$ cat config.mk
export PLATFORM = sky130hd
export DESIGN_NAME = complex_mac
export DESIGN_NICKNAME = d
export VERILOG_FILES = /design/src/rtl/complex_mac_pkg.sv /design/src/rtl/cmac_acc.sv /design/src/rtl/complex_mac.sv
export SDC_FILE = /design/constraint.sdc
export NUM_CORES = 1
export LEC_CHECK = 0
export BUFFER_PORTS_ARGS = -buffer_cell sky130_fd_sc_hd__buf_2
export CORE_ASPECT_RATIO = 2
export CORE_MARGIN = 10
export CORE_UTILIZATION = 35
export DETAILED_ROUTE_END_ITERATION = 8
export PLACE_DENSITY = 0.5
export SYNTH_ARGS = -nofsm -noshare
export SYNTH_HDL_FRONTEND = slang
export SYNTH_SLANG_ARGS = --single-unit
$ cat constraint.sdc
create_clock -name clk -period 7.3 [get_ports clk]
set_input_delay 0.73 -clock clk [delete_from_list [all_inputs] [get_ports clk]]
set_output_delay 0.73 -clock clk [all_outputs]
set_load 0.005 [all_outputs]
$ cat src/rtl/complex_mac_pkg.sv
// rtl/complex_mac_pkg.sv - shared state codes, product order and defaults for complex_mac
package complex_mac_pkg;

    localparam int ACC_W_DEF   = 12;
    localparam int TIMEOUT_DEF = 64;

    localparam logic [2:0] S_IDLE      = 3'd0;
    localparam logic [2:0] S_ISSUE     = 3'd1;
    localparam logic [2:0] S_WAIT_ACK  = 3'd2;
    localparam logic [2:0] S_WAIT_DONE = 3'd3;
    localparam logic [2:0] S_ACC       = 3'd4;
    localparam logic [2:0] S_COMMIT    = 3'd5;

    // x_imag/y_imag pick the imaginary part of each operand, to_im steers the product, sub negates it
    typedef struct packed {
        logic x_imag;
        logic y_imag;
        logic to_im;
        logic sub;
    } prod_op_t;

    localparam prod_op_t PROD_AC = 4'b0000;
    localparam prod_op_t PROD_BD = 4'b1101;
    localparam prod_op_t PROD_AD = 4'b0110;
    localparam prod_op_t PROD_BC = 4'b1010;

    function automatic prod_op_t prod_op(input logic [1:0] idx);
        case (idx)
            2'd0:    return PROD_AC;
            2'd1:    return PROD_BD;
            2'd2:    return PROD_AD;
            default: return PROD_BC;
        endcase
    endfunction

endpackage

$ cat src/rtl/cmac_acc.sv
// rtl/cmac_acc.sv - working and committed real/imaginary accumulator pair
module cmac_acc
    import complex_mac_pkg::*;
#(
    parameter int ACC_W = ACC_W_DEF
) (
    input  logic                    clk,
    input  logic                    rst,
    input  logic signed [ACC_W-1:0] addend,
    input  logic                    add_en,
    input  logic                    to_im,
    input  logic                    sub,
    input  logic                    load,
    input  logic                    clear,
    input  logic                    commit,
    output logic signed [ACC_W-1:0] acc_re,
    output logic signed [ACC_W-1:0] acc_im
);

    logic signed [ACC_W-1:0] work_re;
    logic signed [ACC_W-1:0] work_im;
    logic signed [ACC_W-1:0] delta;

    assign delta = sub ? -addend : addend;

    always_ff @(posedge clk or negedge rst) begin
        if (!rst) begin
            acc_re  <= '0;
            acc_im  <= '0;
            work_re <= '0;
            work_im <= '0;
        end else begin
            if (clear) begin
                acc_re <= '0;
                acc_im <= '0;
            end else if (commit) begin
                acc_re <= work_re;
                acc_im <= work_im;
            end
            // a clear on the same edge as load restarts the sum from zero
            if (load) begin
                work_re <= clear ? '0 : acc_re;
                work_im <= clear ? '0 : acc_im;
            end else if (add_en) begin
                if (to_im) begin
                    work_im <= work_im + delta;
                end else begin
                    work_re <= work_re + delta;
                end
            end
        end
    end

endmodule

$ cat src/rtl/complex_mac.sv
// rtl/complex_mac.sv - complex multiply-accumulate sequencer driving a shared 4x4 multiplier
module complex_mac
    import complex_mac_pkg::*;
#(
    parameter int ACC_W   = ACC_W_DEF,
    parameter int TIMEOUT = TIMEOUT_DEF
) (
    input  logic                    clk,
    input  logic                    rst,
    input  logic                    start,
    input  logic                    clr,
    input  logic [3:0]              x,
    input  logic [3:0]              y,
    output logic                    mul_start,
    output logic [3:0]              mul_a,
    output logic [3:0]              mul_b,
    input  logic                    mul_done,
    input  logic [7:0]              mul_p,
    output logic signed [ACC_W-1:0] acc_re,
    output logic signed [ACC_W-1:0] acc_im,
    output logic                    busy,
    output logic                    done,
    output logic                    err
);

    localparam int CW = $clog2(TIMEOUT + 1);
    localparam int PW = (ACC_W > 8) ? ACC_W : 8;

    logic [2:0]              state;
    logic [1:0]              idx;
    logic [CW-1:0]           cnt;
    logic [3:0]              x_q;
    logic [3:0]              y_q;
    logic                    timed_out;
    prod_op_t                op;
    logic [PW-1:0]           p_wide;
    logic signed [ACC_W-1:0] addend;

    // operands come from latched inputs and idx, so they hold from ISSUE through ACC
    assign op        = prod_op(idx);
    assign mul_a     = {2'b00, op.x_imag ? x_q[1:0] : x_q[3:2]};
    assign mul_b     = {2'b00, op.y_imag ? y_q[1:0] : y_q[3:2]};
    assign mul_start = (state == S_ISSUE);
    assign busy      = (state != S_IDLE);
    assign done      = (state == S_COMMIT);
    assign timed_out = (cnt == CW'(TIMEOUT - 1));
    assign p_wide    = PW'(signed'(mul_p));
    assign addend    = p_wide[ACC_W-1:0];

    always_ff @(posedge clk or negedge rst) begin
        if (!rst) begin
            state <= S_IDLE;
            idx   <= 2'd0;
            cnt   <= '0;
            x_q   <= 4'd0;
            y_q   <= 4'd0;
            err   <= 1'b0;
        end else begin
            err <= 1'b0;
            case (state)
                S_IDLE: begin
                    if (start) begin
                        x_q   <= x;
                        y_q   <= y;
                        idx   <= 2'd0;
                        state <= S_ISSUE;
                    end
                end
                S_ISSUE: begin
                    cnt   <= '0;
                    state <= S_WAIT_ACK;
                end
                S_WAIT_ACK: begin
                    if (!mul_done) begin
                        cnt   <= '0;
                        state <= S_WAIT_DONE;
                    end else if (timed_out) begin
                        err   <= 1'b1;
                        state <= S_IDLE;
                    end else begin
                        cnt <= cnt + CW'(1);
                    end
                end
                S_WAIT_DONE: begin
                    if (mul_done) begin
                        state <= S_ACC;
                    end else if (timed_out) begin
                        err   <= 1'b1;
                        state <= S_IDLE;
                    end else begin
                        cnt <= cnt + CW'(1);
                    end
                end
                S_ACC: begin
                    if (idx == 2'd3) begin
                        state <= S_COMMIT;
                    end else begin
                        idx   <= idx + 2'd1;
                        state <= S_ISSUE;
                    end
                end
                S_COMMIT: state <= S_IDLE;
                default:  state <= S_IDLE;
            endcase
        end
    end

    cmac_acc #(.ACC_W(ACC_W)) u_acc (
        .clk    (clk),
        .rst    (rst),
        .addend (addend),
        .add_en (state == S_ACC),
        .to_im  (op.to_im),
        .sub    (op.sub),
        .load   ((state == S_IDLE) && start),
        .clear  ((state == S_IDLE) && clr),
        .commit (state == S_COMMIT),
        .acc_re (acc_re),
        .acc_im (acc_im)
    );

endmodule

# [Word-level counts from Yosys, hierarchy flattened]
# Index checks and enable logic that the tools add are counted.
[op_classes] n_mux=33 n_reduce_logical=15 add_sub_neg=5 eq_ne=13
[ops] op="12-bit two-way mux" n=13
[ops] op="12-bit adder" n=2
[ops] op="7-bit two-way mux" n=3
[ops] op="7-bit one-hot mux with 3 select lines" n=1
[ops] op="3-bit two-way mux" n=5
[ops] op="3-bit one-hot mux with 5 select lines" n=1
[ops] op="8-bit negator with 12-bit output" n=1
[ops] op="4-bit one-hot mux with 3 select lines" n=1
[ops] op="2-bit two-way mux" n=4
[ops] op="2-bit AND reduction" n=4
[ops] op="2-bit nonzero test" n=4
[ops] op="7-bit by 1-bit adder with 7-bit output (second input constant)" n=1
[ops] op="7-bit by 6-bit equality test with 1-bit output (second input constant)" n=1
[ops] op="3-bit by 2-bit equality test with 1-bit output (second input constant)" n=2
[ops] op="3-bit equality test (second input constant)" n=2
[ops] op="2-bit inequality test (second input constant)" n=3
[ops] op="3-bit nonzero test" n=2
[ops] op="2-bit equality test (second input constant)" n=2
[ops] op="2-bit one-hot mux with 2 select lines" n=1
[ops] op="3-bit by 1-bit equality test with 1-bit output (second input constant)" n=1
[ops] op="3-bit zero test" n=1
[ops] op="1-bit two-way mux" n=3
[ops] op="3-bit AND reduction" n=1
[ops] op="2-bit by 1-bit adder with 2-bit output (second input constant)" n=1
[ops] op="5 further kinds" n=6
[totals] output_inout_bits=36 wordCells=76 inputBits=21 ff_bits=69

# [Depth between registers and ports, before layout]
[depth] depth_word=7 depth_mapped=13 ltp_nobuf=13

# [By module]
# From an unflattened synthesis, not the netlist that was laid out.
[unflattened] cells_unflattened=464 area_unflattened_um2=4435.5
[by_module_without_submodules] mod="cmac_acc" seq_area_each_um2=1201.2 area_per_inst_um2=3259.4 cells_each=355 n_inst=1
[by_module_without_submodules] mod="complex_mac" seq_area_each_um2=525.5 area_per_inst_um2=1176.1 cells_each=109 n_inst=1

# [Worst setup path before layout]
# OpenSTA, ideal clock, no wires.
[synth_path] path_kind="input-to-reg" startpoint="input mul_p[2]" endpoint="register u_acc.work_im[11]" cell_stages=12 required_ns=7.174 n_path_buf=0 path_slack_ns=4.308 arrival_time_ns=2.866 cell_sequence="nor2_1 -> nand2_1 -> o31ai_1 -> a21boi_0 -> mux2i_1 -> ha_1 -> a21oi_1 -> nand2_1 -> a211o_1 -> and4_1 -> a311oi_1 -> nand2_1"
[synth_via] elab_chain_cells=6
[synth_rtl] item="from (decl)" line="complex_mac.sv:18" source="input logic [7:0] mul_p,"
[synth_rtl] item="8-bit negator with 12-bit output" line="cmac_acc.sv:24" source="assign delta = sub ? -addend : addend;"
[synth_rtl] item="12-bit two-way mux *" line="cmac_acc.sv:24"
[synth_rtl] item="12-bit adder *" line="cmac_acc.sv:46" source="work_im <= work_im + delta;"
[synth_rtl] item="12-bit two-way mux *" line="cmac_acc.sv:45" source="if (to_im) begin"
[synth_rtl] item="12-bit two-way mux *" line="cmac_acc.sv:44" source="end else if (add_en) begin"
[synth_rtl] item="12-bit two-way mux *" line="cmac_acc.sv:41" source="if (load) begin"
[synth_rtl] item="to (signal assigned)" line="cmac_acc.sv:43" source="work_im <= clear ? '0 : acc_im;"
[synth_rtl] item="to (signal assigned)" line="cmac_acc.sv:46"
[synth_rtl] item="to (decl)" line="cmac_acc.sv:21" source="logic signed [ACC_W-1:0] work_im;"
# Every way passes the cells marked *; elsewhere a longest branch is shown, timed or not. The select of a mux whose other input is x is not followed.
# A chain may end at the register's enable or synchronous reset.

# [Worst setup path in the final report]
[layout_path] startpoint="input mul_p[2]" endpoint="register u_acc.work_re[11]"
[layout_via] elab_chain_cells=6
[layout_rtl] item="8-bit negator with 12-bit output" line="cmac_acc.sv:24"
[layout_rtl] item="12-bit two-way mux *" line="cmac_acc.sv:24"
[layout_rtl] item="12-bit adder *" line="cmac_acc.sv:48" source="work_re <= work_re + delta;"
[layout_rtl] item="12-bit two-way mux *" line="cmac_acc.sv:45"
[layout_rtl] item="12-bit two-way mux *" line="cmac_acc.sv:44"
[layout_rtl] item="12-bit two-way mux *" line="cmac_acc.sv:41"
[layout_rtl] item="to (signal assigned)" line="cmac_acc.sv:42" source="work_re <= clear ? '0 : acc_re;"
[layout_rtl] item="to (signal assigned)" line="cmac_acc.sv:48"
[layout_rtl] item="to (decl)" line="cmac_acc.sv:20" source="logic signed [ACC_W-1:0] work_re;"
# Marks and branches as above.

==> impl_metrics.toml <==
[routing]
drt_iter0_markers = 135
dr.pass1.iters = 4
wl_per_cell_um = 18.9
wl_um = 13600
vias = 3938
viasPerCell = 5.48
drc_errors = 0
ant_nets = 0

[die]
die_area_um2 = 17900
die_w_um = 99.8
ios = 57
start_util = 0.355
fp.dieH_um = 180
row_count = 58
core_area_um2 = 12600

[cts]
clk_pin_slew_ns = 0.06
htree_num_levels = 3
hold_buffers = 0
numCtsBuffers = 9
cts_tree = "done"
clock-root-buffer = "clkbuf_16"
cts_sinks = 69
post-cts-setup-buffers = 0
cts.path.max_buffers = 2
clock_latency_ns = 0.34
cts_resized = 0

[place]
place_hpwl_um = 10000
numPortBuffers = 52
place_congestion = 0.935

[grt]
antenna_found_initial = 0
grt_use_met3 = 0.0311
grt_util_all_layers = 0.154
first_global_vias = 4237
gr-max-usage-layer = "met2"
grt_pass1_wl_um = 21800
grt_max_degree = 70
grt_use_met1 = 0.141
use_met2 = 0.295
grt-ovfl-total = 0

[yosys]
synth_area_leaders = "dfrtp_1 39%, nand2_1 9.5%, ha_1 9.3%"
syn_area_um2 = 4460
synth_seq_cells = 69
synth-edff-count = 0
avgSynthCellArea_um2 = 8.60
synth_top_area_cell = "dfrtp_1"
synth_top_area_share = 0.388
synth_cell_types = 59
syn_inst = 518
yosysWarnings = 0
yosysSeqAreaShare = 0.388
async_reset_ff_frac = 1.00
synthFlopType = "dfrtp_1"

[worst_setup_path]
worstSetupStartpointType = "input pin"
critPathRequiredTime_ns = 7.50
critPathKind = "input pin to flop"
worst_path_most_repeated_cell = "a31oi_1"
worst_ep_arrival_time_ns = 3.48
max_stage_delay_ns = 0.43
slowest_stage = "ha_1"
crit_chain = "buf_2 > nor2_1 > nand2_1 > o31ai_1 > a21boi_0 > mux2i_1 > ha_1 > and2_1 > and4_1 > o21ai_0 > a31oi_1 > xnor2_1 > a31oi_1"
crit_family = "compound AO/OA/AOI/OAI gates"
endpoint_kind = "flop"
cp_max_fo = 5
crit_buf_inv = 1

[finish]
final_cell_mix = "113 x nand2_1, 69 x dfrtp_1, 55 x a21oi_1, 52 x buf_2, 34 x nor2_1"
drive_gt1_frac = 0.151
diodes = 0
fin_nets = 620
area_growth_pct = 16.3
final_util = 0.413
final_common_cell = "nand2_1"

[sta]
worstMarginPinSlew_ns = 1.09
slew_headroom = 0.268
setup_viol = 0
finalMaxSlewViolations = 0
clock_skew_ns = 0.00788
rsz0062_at_grt = "false"
max_freq_ghz = 0.305
hold_ws_ns = 0.470
min_period_ns = 3.28
hold_viol_final = 0
fin_crit_sh = 0.449
setup_tns_ns = 0

[power]
power_leakage_nw = 2.55
p_per_area_nw_per_um2 = 512
total_power_mw = 2.65
peakVddDrop_v = 0.000236

[run_status]
outcome = "finished clean"

[hold_path]
hold_class = "flop to flop"

[flow_run]
drv_cap = 0
cell type report:
type	instances	area, µm²
clock inverters	6	109
fillers	1308	7370
inverters	11	41.3
well taps	150	188
repair buffers	59	313
clock buffers	10	239
flip-flops and latches	69	1730
multi-input cells	414	2570
registers in the layout, indices dropped and copies added (netlist names):
name,count
u_acc.acc_im,12
u_acc.acc_re,12
u_acc.work_im,12
u_acc.work_re,12
cnt,7
x_q,4
y_q,4
state,3
idx,2
err,1
logic make-up after synthesis:
logic type | Yosys count | share of synthesized area
flops | 69 | 0.388
buf+inv | 38 | 0.0390
mux | 9 | 0.0213
compound gates | 138 | 0.191
fa+ha+maj | 36 | 0.104
simple gates | 197 | 0.197
xor+xnor | 30 | 0.0590
other cells | 1 | 0.000842
where the power goes:
| group | leakage (nW) | internal [mW] | switching, mW |
|---|---|---|---|
| Sequential | 0.901 | 0.520 | 0.141 |
| Combinational | 1.48 | 0.626 | 0.848 |
| Clock | 0.173 | 0.343 | 0.174 |
| Total | 2.55 | 1.49 | 1.16 |
worst min-delay path: cells and delay by family (launching register included):
kind	cells	cell delay [ns]
AND/OR/NAND/NOR	2	0.10
flip-flops	1	0.34
path summary, 6_finish.rpt:
| kind | startpoint | to | slack, ns | depth (start not counted) |
|---|---|---|---|---|
| setup / recovery | mul_p[2] | u_acc.work_re[11]$_DFFE_PN0P_ | 4.02 | 13 |
| hold / removal | y_q[1]$_DFFE_PN0P_ | y_q[1]$_DFFE_PN0P_ | 0.47 | 2 |
| setup reg to reg | idx[1]$_DFFE_PN0P_ | u_acc.work_re[10]$_DFFE_PN0P_ | 4.02 | 10 |
| hold reg to reg | y_q[1]$_DFFE_PN0P_ | y_q[1]$_DFFE_PN0P_ | 0.47 | 2 |
| max in group asynchronous | rst | u_acc.acc_re[10]$_DFFE_PN0P_ | 6.07 | 2 |
| min in group asynchronous | rst | cnt[5]$_DFFE_PN0P_ | 0.61 | 2 |
per-layer routing:
metal / part of all wire / wire length [µm] / up-vias
met2: 0.57 / 7760 / 90
li1: - / - / 1896
met5: 0 / 0 / -
met1: 0.35 / 4730 / 1920
met3: 0.038 / 511 / 32
met4: 0.041 / 555 / 0
through the flow:
step | area [µm²] | instances | setup slack [ns]
floorplan | 4470 | 521 | 4.31
global placement | 4830 | 703 | 3.76
detailed placement | 4830 | 703 | 3.73
CTS | 5180 | 719 | 4.07
global route | 5180 | 719 | 3.77
finish | 5180 | 719 | 4.02
cell usage after synthesis, types with 6 or more instances:
cell,n
xor2_1,12
ha_1,33
nand2_1,113
a21oi_1,55
a31oi_1,9
inv_1,10
buf_2,7
dfrtp_1,69
a22oi_1,6
clkbuf_1,14
and3_1,12
nor2_1,34
xnor2_1,18
nor3_1,8
o21ai_0,24
a21o_1,10
Note: power is estimated with default switching activity, not from simulation.
